[config.mk]
export PLATFORM = sky130hd
export DESIGN_NAME = order_total
export DESIGN_NICKNAME = d
export VERILOG_FILES = /design/src/rtl/order_pkg.sv /design/src/rtl/seq_mult.sv /design/src/rtl/order_total.sv
export SDC_FILE = /design/constraint.sdc
export NUM_CORES = 1
export LEC_CHECK = 0
export CAP_MARGIN = 5
export CORE_UTILIZATION = 57
export CTS_CLUSTER_SIZE = 25
export DETAILED_ROUTE_END_ITERATION = 8
export PLACE_DENSITY = 0.87
export SLEW_MARGIN = 30
export SYNTH_ARGS = -nofsm -noshare
export SYNTH_HDL_FRONTEND = slang
export SYNTH_SLANG_ARGS = --single-unit
[constraint.sdc]
create_clock -name clk -period 4.55 [get_ports clk]
set_clock_uncertainty 0.05 [all_clocks]
set_input_delay 0.91 -clock clk [delete_from_list [all_inputs] [get_ports clk]]
set_output_delay 0.91 -clock clk [all_outputs]
set_load 0.005 [all_outputs]
[src/rtl/order_pkg.sv]
// Shared types and helpers for the order_total datapath: FSM encoding,
// saturating add and the item-counter width.
package order_pkg;

  localparam int unsigned PRICE_W_DEF   = 4;
  localparam int unsigned NUM_W_DEF     = 4;
  localparam int unsigned TOTAL_W_DEF   = 10;
  localparam int unsigned MAX_ITEMS_DEF = 8;
  localparam int unsigned SAT_W         = 32;

  typedef enum logic [1:0] {
    IDLE = 2'd0,
    MUL  = 2'd1,
    ACC  = 2'd2,
    DONE = 2'd3
  } state_t;

  typedef struct packed {
    logic             ovf;
    logic [SAT_W-1:0] sum;
  } sat_res_t;

  // Width of a counter that must hold 0..max_items inclusive.
  function automatic int unsigned item_cnt_w(input int unsigned max_items);
    return $clog2(max_items + 1);
  endfunction

  // Unsigned add clamped to 2^w-1; ovf flags that clamping happened.
  function automatic sat_res_t sat_add(input logic [SAT_W-1:0] a,
                                       input logic [SAT_W-1:0] b,
                                       input int unsigned      w);
    logic [SAT_W:0] s;
    logic [SAT_W:0] lim;
    sat_res_t       r;
    s     = {1'b0, a} + {1'b0, b};
    lim   = ((SAT_W+1)'(1) << w) - (SAT_W+1)'(1);
    r.ovf = (s > lim);
    r.sum = r.ovf ? lim[SAT_W-1:0] : s[SAT_W-1:0];
    return r;
  endfunction

endpackage

[src/rtl/seq_mult.sv]
// Shift-add multiplier: one multiplier bit per cycle, bit 0 folded into the
// start edge so done is visible exactly NUM_W cycles after start.
module seq_mult #(
  parameter int unsigned PRICE_W = 4,
  parameter int unsigned NUM_W   = 4
) (
  input  logic                       clk,
  input  logic                       rst,
  input  logic                       clr,
  input  logic                       start,
  input  logic [PRICE_W-1:0]         price,
  input  logic [NUM_W-1:0]           num,
  output logic                       busy,
  output logic                       done,
  output logic [PRICE_W+NUM_W-1:0]   product
);

  localparam int unsigned PROD_W = PRICE_W + NUM_W;
  localparam int unsigned CNT_W  = $clog2(NUM_W + 1);

  logic [PROD_W-1:0] r_mcand;
  logic [NUM_W-1:0]  r_mplier;
  logic [CNT_W-1:0]  r_cnt;
  logic [PROD_W-1:0] w_addend;
  logic [PROD_W-1:0] w_first;

  always_comb begin
    w_addend = r_mplier[0] ? r_mcand : '0;
    w_first  = num[0] ? PROD_W'(price) : '0;
  end

  always_ff @(posedge clk) begin
    if (!rst || clr) begin
      r_mcand  <= '0;
      r_mplier <= '0;
      r_cnt    <= '0;
      busy     <= 1'b0;
      done     <= 1'b0;
      product  <= '0;
    end else begin
      done <= 1'b0;
      if (start) begin
        product  <= w_first;
        r_mcand  <= PROD_W'(price) << 1;
        r_mplier <= num >> 1;
        r_cnt    <= CNT_W'(NUM_W - 1);
        busy     <= (NUM_W > 1);
        done     <= (NUM_W == 1);
      end else if (busy) begin
        product  <= product + w_addend;
        r_mcand  <= r_mcand << 1;
        r_mplier <= r_mplier >> 1;
        r_cnt    <= r_cnt - CNT_W'(1);
        if (r_cnt == CNT_W'(1)) begin
          busy <= 1'b0;
          done <= 1'b1;
        end
      end
    end
  end

endmodule

[src/rtl/order_total.sv]
// Item-stream order accumulator: multiplies each (price, num) item, adds the
// line price into a saturating total and hands the total off on completion.
module order_total
  import order_pkg::*;
#(
  parameter int unsigned PRICE_W   = PRICE_W_DEF,
  parameter int unsigned NUM_W     = NUM_W_DEF,
  parameter int unsigned TOTAL_W   = TOTAL_W_DEF,
  parameter int unsigned MAX_ITEMS = MAX_ITEMS_DEF
) (
  input  logic                                clk,
  input  logic                                rst,
  input  logic                                clear,
  input  logic                                in_valid,
  output logic                                in_ready,
  input  logic [PRICE_W-1:0]                  price,
  input  logic [NUM_W-1:0]                    num,
  input  logic                                last,
  output logic [PRICE_W-1:0]                  price_temp,
  output logic [NUM_W-1:0]                    num_temp,
  output logic [PRICE_W+NUM_W-1:0]            cur_unit_price,
  output logic [TOTAL_W-1:0]                  total,
  output logic [item_cnt_w(MAX_ITEMS)-1:0]    item_count,
  output logic                                overflow,
  output logic                                total_valid,
  input  logic                                out_ready
);

  localparam int unsigned PROD_W = PRICE_W + NUM_W;
  localparam int unsigned CNT_W  = item_cnt_w(MAX_ITEMS);

  state_t            r_state;
  state_t            w_state_nxt;
  logic              r_last;
  logic              w_accept;
  logic              w_acc;
  logic              w_consume;
  logic              w_mul_busy;
  logic              w_mul_done;
  logic [PROD_W-1:0] w_product;
  sat_res_t          w_sat;
  logic              w_sat_ovf;

  seq_mult #(
    .PRICE_W (PRICE_W),
    .NUM_W   (NUM_W)
  ) u_mult (
    .clk     (clk),
    .rst     (rst),
    .clr     (clear),
    .start   (w_accept),
    .price   (price),
    .num     (num),
    .busy    (w_mul_busy),
    .done    (w_mul_done),
    .product (w_product)
  );

  // State register; clear behaves as a synchronous reset.
  always_ff @(posedge clk) begin
    if (!rst || clear) begin
      r_state <= IDLE;
    end else begin
      r_state <= w_state_nxt;
    end
  end

  // Next-state and per-state control strobes.
  always_comb begin
    w_state_nxt = r_state;
    w_accept    = 1'b0;
    w_acc       = 1'b0;
    w_consume   = 1'b0;
    case (r_state)
      IDLE: begin
        if (in_valid && in_ready) begin
          w_accept    = 1'b1;
          w_state_nxt = MUL;
        end
      end
      MUL: begin
        if (w_mul_done && !w_mul_busy) begin
          w_state_nxt = ACC;
        end
      end
      ACC: begin
        w_acc = 1'b1;
        if (r_last || (item_count == CNT_W'(MAX_ITEMS - 1))) begin
          w_state_nxt = DONE;
        end else begin
          w_state_nxt = IDLE;
        end
      end
      DONE: begin
        if (out_ready) begin
          w_consume   = 1'b1;
          w_state_nxt = IDLE;
        end
      end
      default: w_state_nxt = IDLE;
    endcase
  end

  // Upper sum bits are zero by construction; folding them in keeps every bit observed.
  always_comb begin
    w_sat     = sat_add(SAT_W'(total), SAT_W'(w_product), TOTAL_W);
    w_sat_ovf = w_sat.ovf | (|w_sat.sum[SAT_W-1:TOTAL_W]);
  end

  always_ff @(posedge clk) begin
    if (!rst || clear) begin
      in_ready       <= 1'b1;
      total_valid    <= 1'b0;
      price_temp     <= '0;
      num_temp       <= '0;
      r_last         <= 1'b0;
      cur_unit_price <= '0;
      total          <= '0;
      item_count     <= '0;
      overflow       <= 1'b0;
    end else begin
      in_ready    <= (w_state_nxt == IDLE);
      total_valid <= (w_state_nxt == DONE);
      if (w_accept) begin
        price_temp <= price;
        num_temp   <= num;
        r_last     <= last;
      end
      if (w_acc) begin
        cur_unit_price <= w_product;
        total          <= TOTAL_W'(w_sat.sum);
        overflow       <= overflow | w_sat_ovf;
        item_count     <= item_count + CNT_W'(1);
      end
      // Handing off the total starts a fresh order; item latches are kept.
      if (w_consume) begin
        total      <= '0;
        item_count <= '0;
        overflow   <= 1'b0;
      end
    end
  end

endmodule

==> impl_results.md <==
* Outcome: finished clean
* Adder-cell share of the synthesized area at 8.82%
* Crit Path Class: input port to register
* P_leak at 1.32 nW
* CTS tree: done
* Data required time of the critical path at 4.72 ns
* Synth unique cells at 47
* Number of synthesized flops with an enable pin at 0
* Fin. Hold Viols at 0
* Post-Route WL at about 6400 um
* GPL Wtd Cong at 0.828
* CORE AREA at between 4000 and 5000 um2
* Final worst setup slack at 1.94 ns
* WL met1 at 2810 um
* Final TNS setup at 0 ns
* Pin count of the biggest net entering global routing at 24
* Multiplexer share of the synthesized area at 4.76%
* Logic pwr share at 6.4%
* Seq/Total Area, Yosys at 41.2%
* Via Count at 2,553
* Compound-Gate Fraction of Synth Area at a little under a fifth
* CTS clk-pin slew, worst paths at around 0.060 ns
* Peak supply drop at 0.229 mV
* Worst hold path type: register to register
* Die W at 72.9 um
* CTS Hold Bufs at 0
* Clock share of power at 44.1%
* RSZ-0062 raised after global routing: no
* Count of yosys warnings during synthesis at 0
* Met2 Wirelength at 3220 um
* Xor/xnor cell area share of the yosys netlist at 3.97%
* Pre-antenna DRT Iters at 4
* Fill count at 385
* Power Dens Cells at 300 nW/um2
* NumNets Final at 415
* Drt via density at 5.64
* Rel. slew slack at 33.7%
* Share of cells above drive strength 1 at 7.77%
* Antenna cells at 0
* Sw Share at 22.1%
* PortBufs at 46
* Layout area overhead at 24.9%
* DR WL met3 at 260 um
* Antenna Nets Post-Route at 0
* Initial antenna violation count at 0
* DR top layer: met4
* # setup viols final at 0
* Sequential Power Share at 49.5%
* Max Clk Rate at around 0.38 GHz
* TritonCTS Sinks at 59
* Slew Viols, Final at 0
* Crit-path max FO at 9
* Fin crit period at ~2.6 ns
* Ports at 47
* TritonCTS Buffers at 9
* Internal power at 0.000836 W
* Syn Area/Cell at 8.50 um2
* # resized after CTS at 0
* Post-CTS Setup Inserts at 0
* Synth Register Bits at a little under 60
* Vias in the first global route at around 2.4k
* Syn nets at 370
* Worst Setup Slack post-DPL at 1.62 ns
* Grt total ovfl at 0
* Clock Latency Late Sink at 0.34 ns
* Switching pwr at 0.000238 W
* Largest family of logic cells by synthesized area: simple AND/OR/NAND/NOR gates
* Sequential Area at 1180 um2
* Gate Count Post-Synth at between 300 and 400
* Period Utilization, post-route at 57.4%
* Die Y at 72.9 um
* Crit. End Element: register
* 1st-iter DRT viols at 124
* Die area at 5310 um2
* Arrival @ worst endpoint at 2.78 ns
* Netlist Area Pre-Place at 2870 um2
* Post-synth ARST share at 0%
* Clk buf depth at 2
* Post-layout util at 74.8%
* Cell Rows at 25
* All-layer global routing usage at 26.7%
* Startpoint types: input port
* Max H-tree Level at 3
* First-pass GRT wire length at 10,800 um
* Max-Cap Viols at 0
* Worst Tran Pin Value at just under 1 ns
* Area of the multi-input gates at 1590 um2
* DPL Wire Length at 4620 um
* Post-route DRC at 0
* Clock root cell: clkbuf_8
* Synth Flop Type: dfxtp_1
* Post-layout power at roughly 0.0011 W
* Initial core utilization at 59.9%
* Wire per inst at 14.2 um
* Simple-Gate Fraction of Synth Area at 19.4%
placed cells by master (no fill, tap or decap), types with 4 or more instances in the layout:
master,synthesis,layout
a31oi_1,7,7
nor2_1,20,20
and2_1,5,5
buf_4,0,5
ha_1,17,17
nand3_1,4,4
xnor2_1,5,5
o21ai_0,17,17
mux2_2,5,5
nand2b_1,4,4
a21oi_1,50,50
inv_1,8,8
nand2_1,58,58
clkbuf_8,0,11
mux2i_1,8,8
clkdlybuf4s50_1,0,46
dfxtp_1,59,59
xor2_1,8,8
worst max-delay path, cell delays in order:
cell             delay (ns)
clkdlybuf4s50_1        0.48
nor4bb_2               0.80
nor2_1                 0.15
and4b_1                0.24
mux2i_1                0.12
nand3_1                0.07
registers in the layout, summed over array words and instances (netlist names), 2 cells and up:
name,count
u_mult.r_mcand,7
u_mult.r_cnt,3
r_state,2
u_mult.r_mplier,3
cur_unit_price,8
u_mult.product,8
num_temp,4
price_temp,4
item_count,4
total,10
power groups by stage:
stage,logic [W],registers (W),clock network [W]
CTS,0.0000692,0.000532,0.000477
finish,0.0000687,0.000532,0.000473
global placement,0.0000669,0.000543,0
detailed placement,0.0000684,0.000543,0
global route,0.0000760,0.000533,0.000501
floorplan,0.0000407,0.000541,0
cell usage after synthesis (7+ instances only):
library cell,n,area (um2)
dfxtp_1,59,1180
nand2_1,58,218
a21oi_1,50,250
nor2_1,20,75.1
ha_1,17,213
o21ai_0,17,85.1
clkbuf_1,12,45.0
inv_1,8,30.0
mux2i_1,8,80.1
xor2_1,8,70.1
a31oi_1,7,43.8
logic make-up (layout without fill, tap and decap cells):
logic type / after synthesis / after routing
compound gates: 92 / 92
fa+ha+maj: 19 / 19
flops: 59 / 59
xor+xnor: 13 / 13
buf+inv: 25 / 74
simple gates: 116 / 116
mux: 13 / 13
metrics by stage:
step	area, um2	hold WS, ns	cells
2_1_floorplan	2870	0.383	337
3_3_place_gp	3380	0.385	438
3_5_place_dp	3380	0.399	438
4_1_cts	3580	0.405	453
5_1_grt	3580	0.424	453
6_report	3580	0.403	453
area by class of cell:
| type | instances | share of cell area [%] |
|---|---|---|
| clock buffer | 13 | 4.44 |
| multi-input combinational | 253 | 44.5 |
| sequential | 59 | 33.0 |
| clock inverter | 2 | 0.979 |
| inverter | 8 | 0.839 |
| tap | 67 | 2.34 |
| timing repair buffer | 51 | 13.9 |
per-layer routing:
layer / vias up / track usage [%]
li1: 1265 / -
met1: 1206 / 33.1
met2: 69 / 44.5
met3: 13 / 4.83
met4: 0 / 13.3
met5: - / 0
worst paths after layout:
check,start,end,slack [ns],cells after the start
min reg2reg,cur_unit_price[6],cur_unit_price[6],0.40,2
max,in_valid,u_mult.product[6],1.94,6
min,cur_unit_price[6],cur_unit_price[6],0.40,2
max reg2reg,u_mult.product[0],total[9],2.01,7
Note: power is estimated with default switching activity, not from simulation.
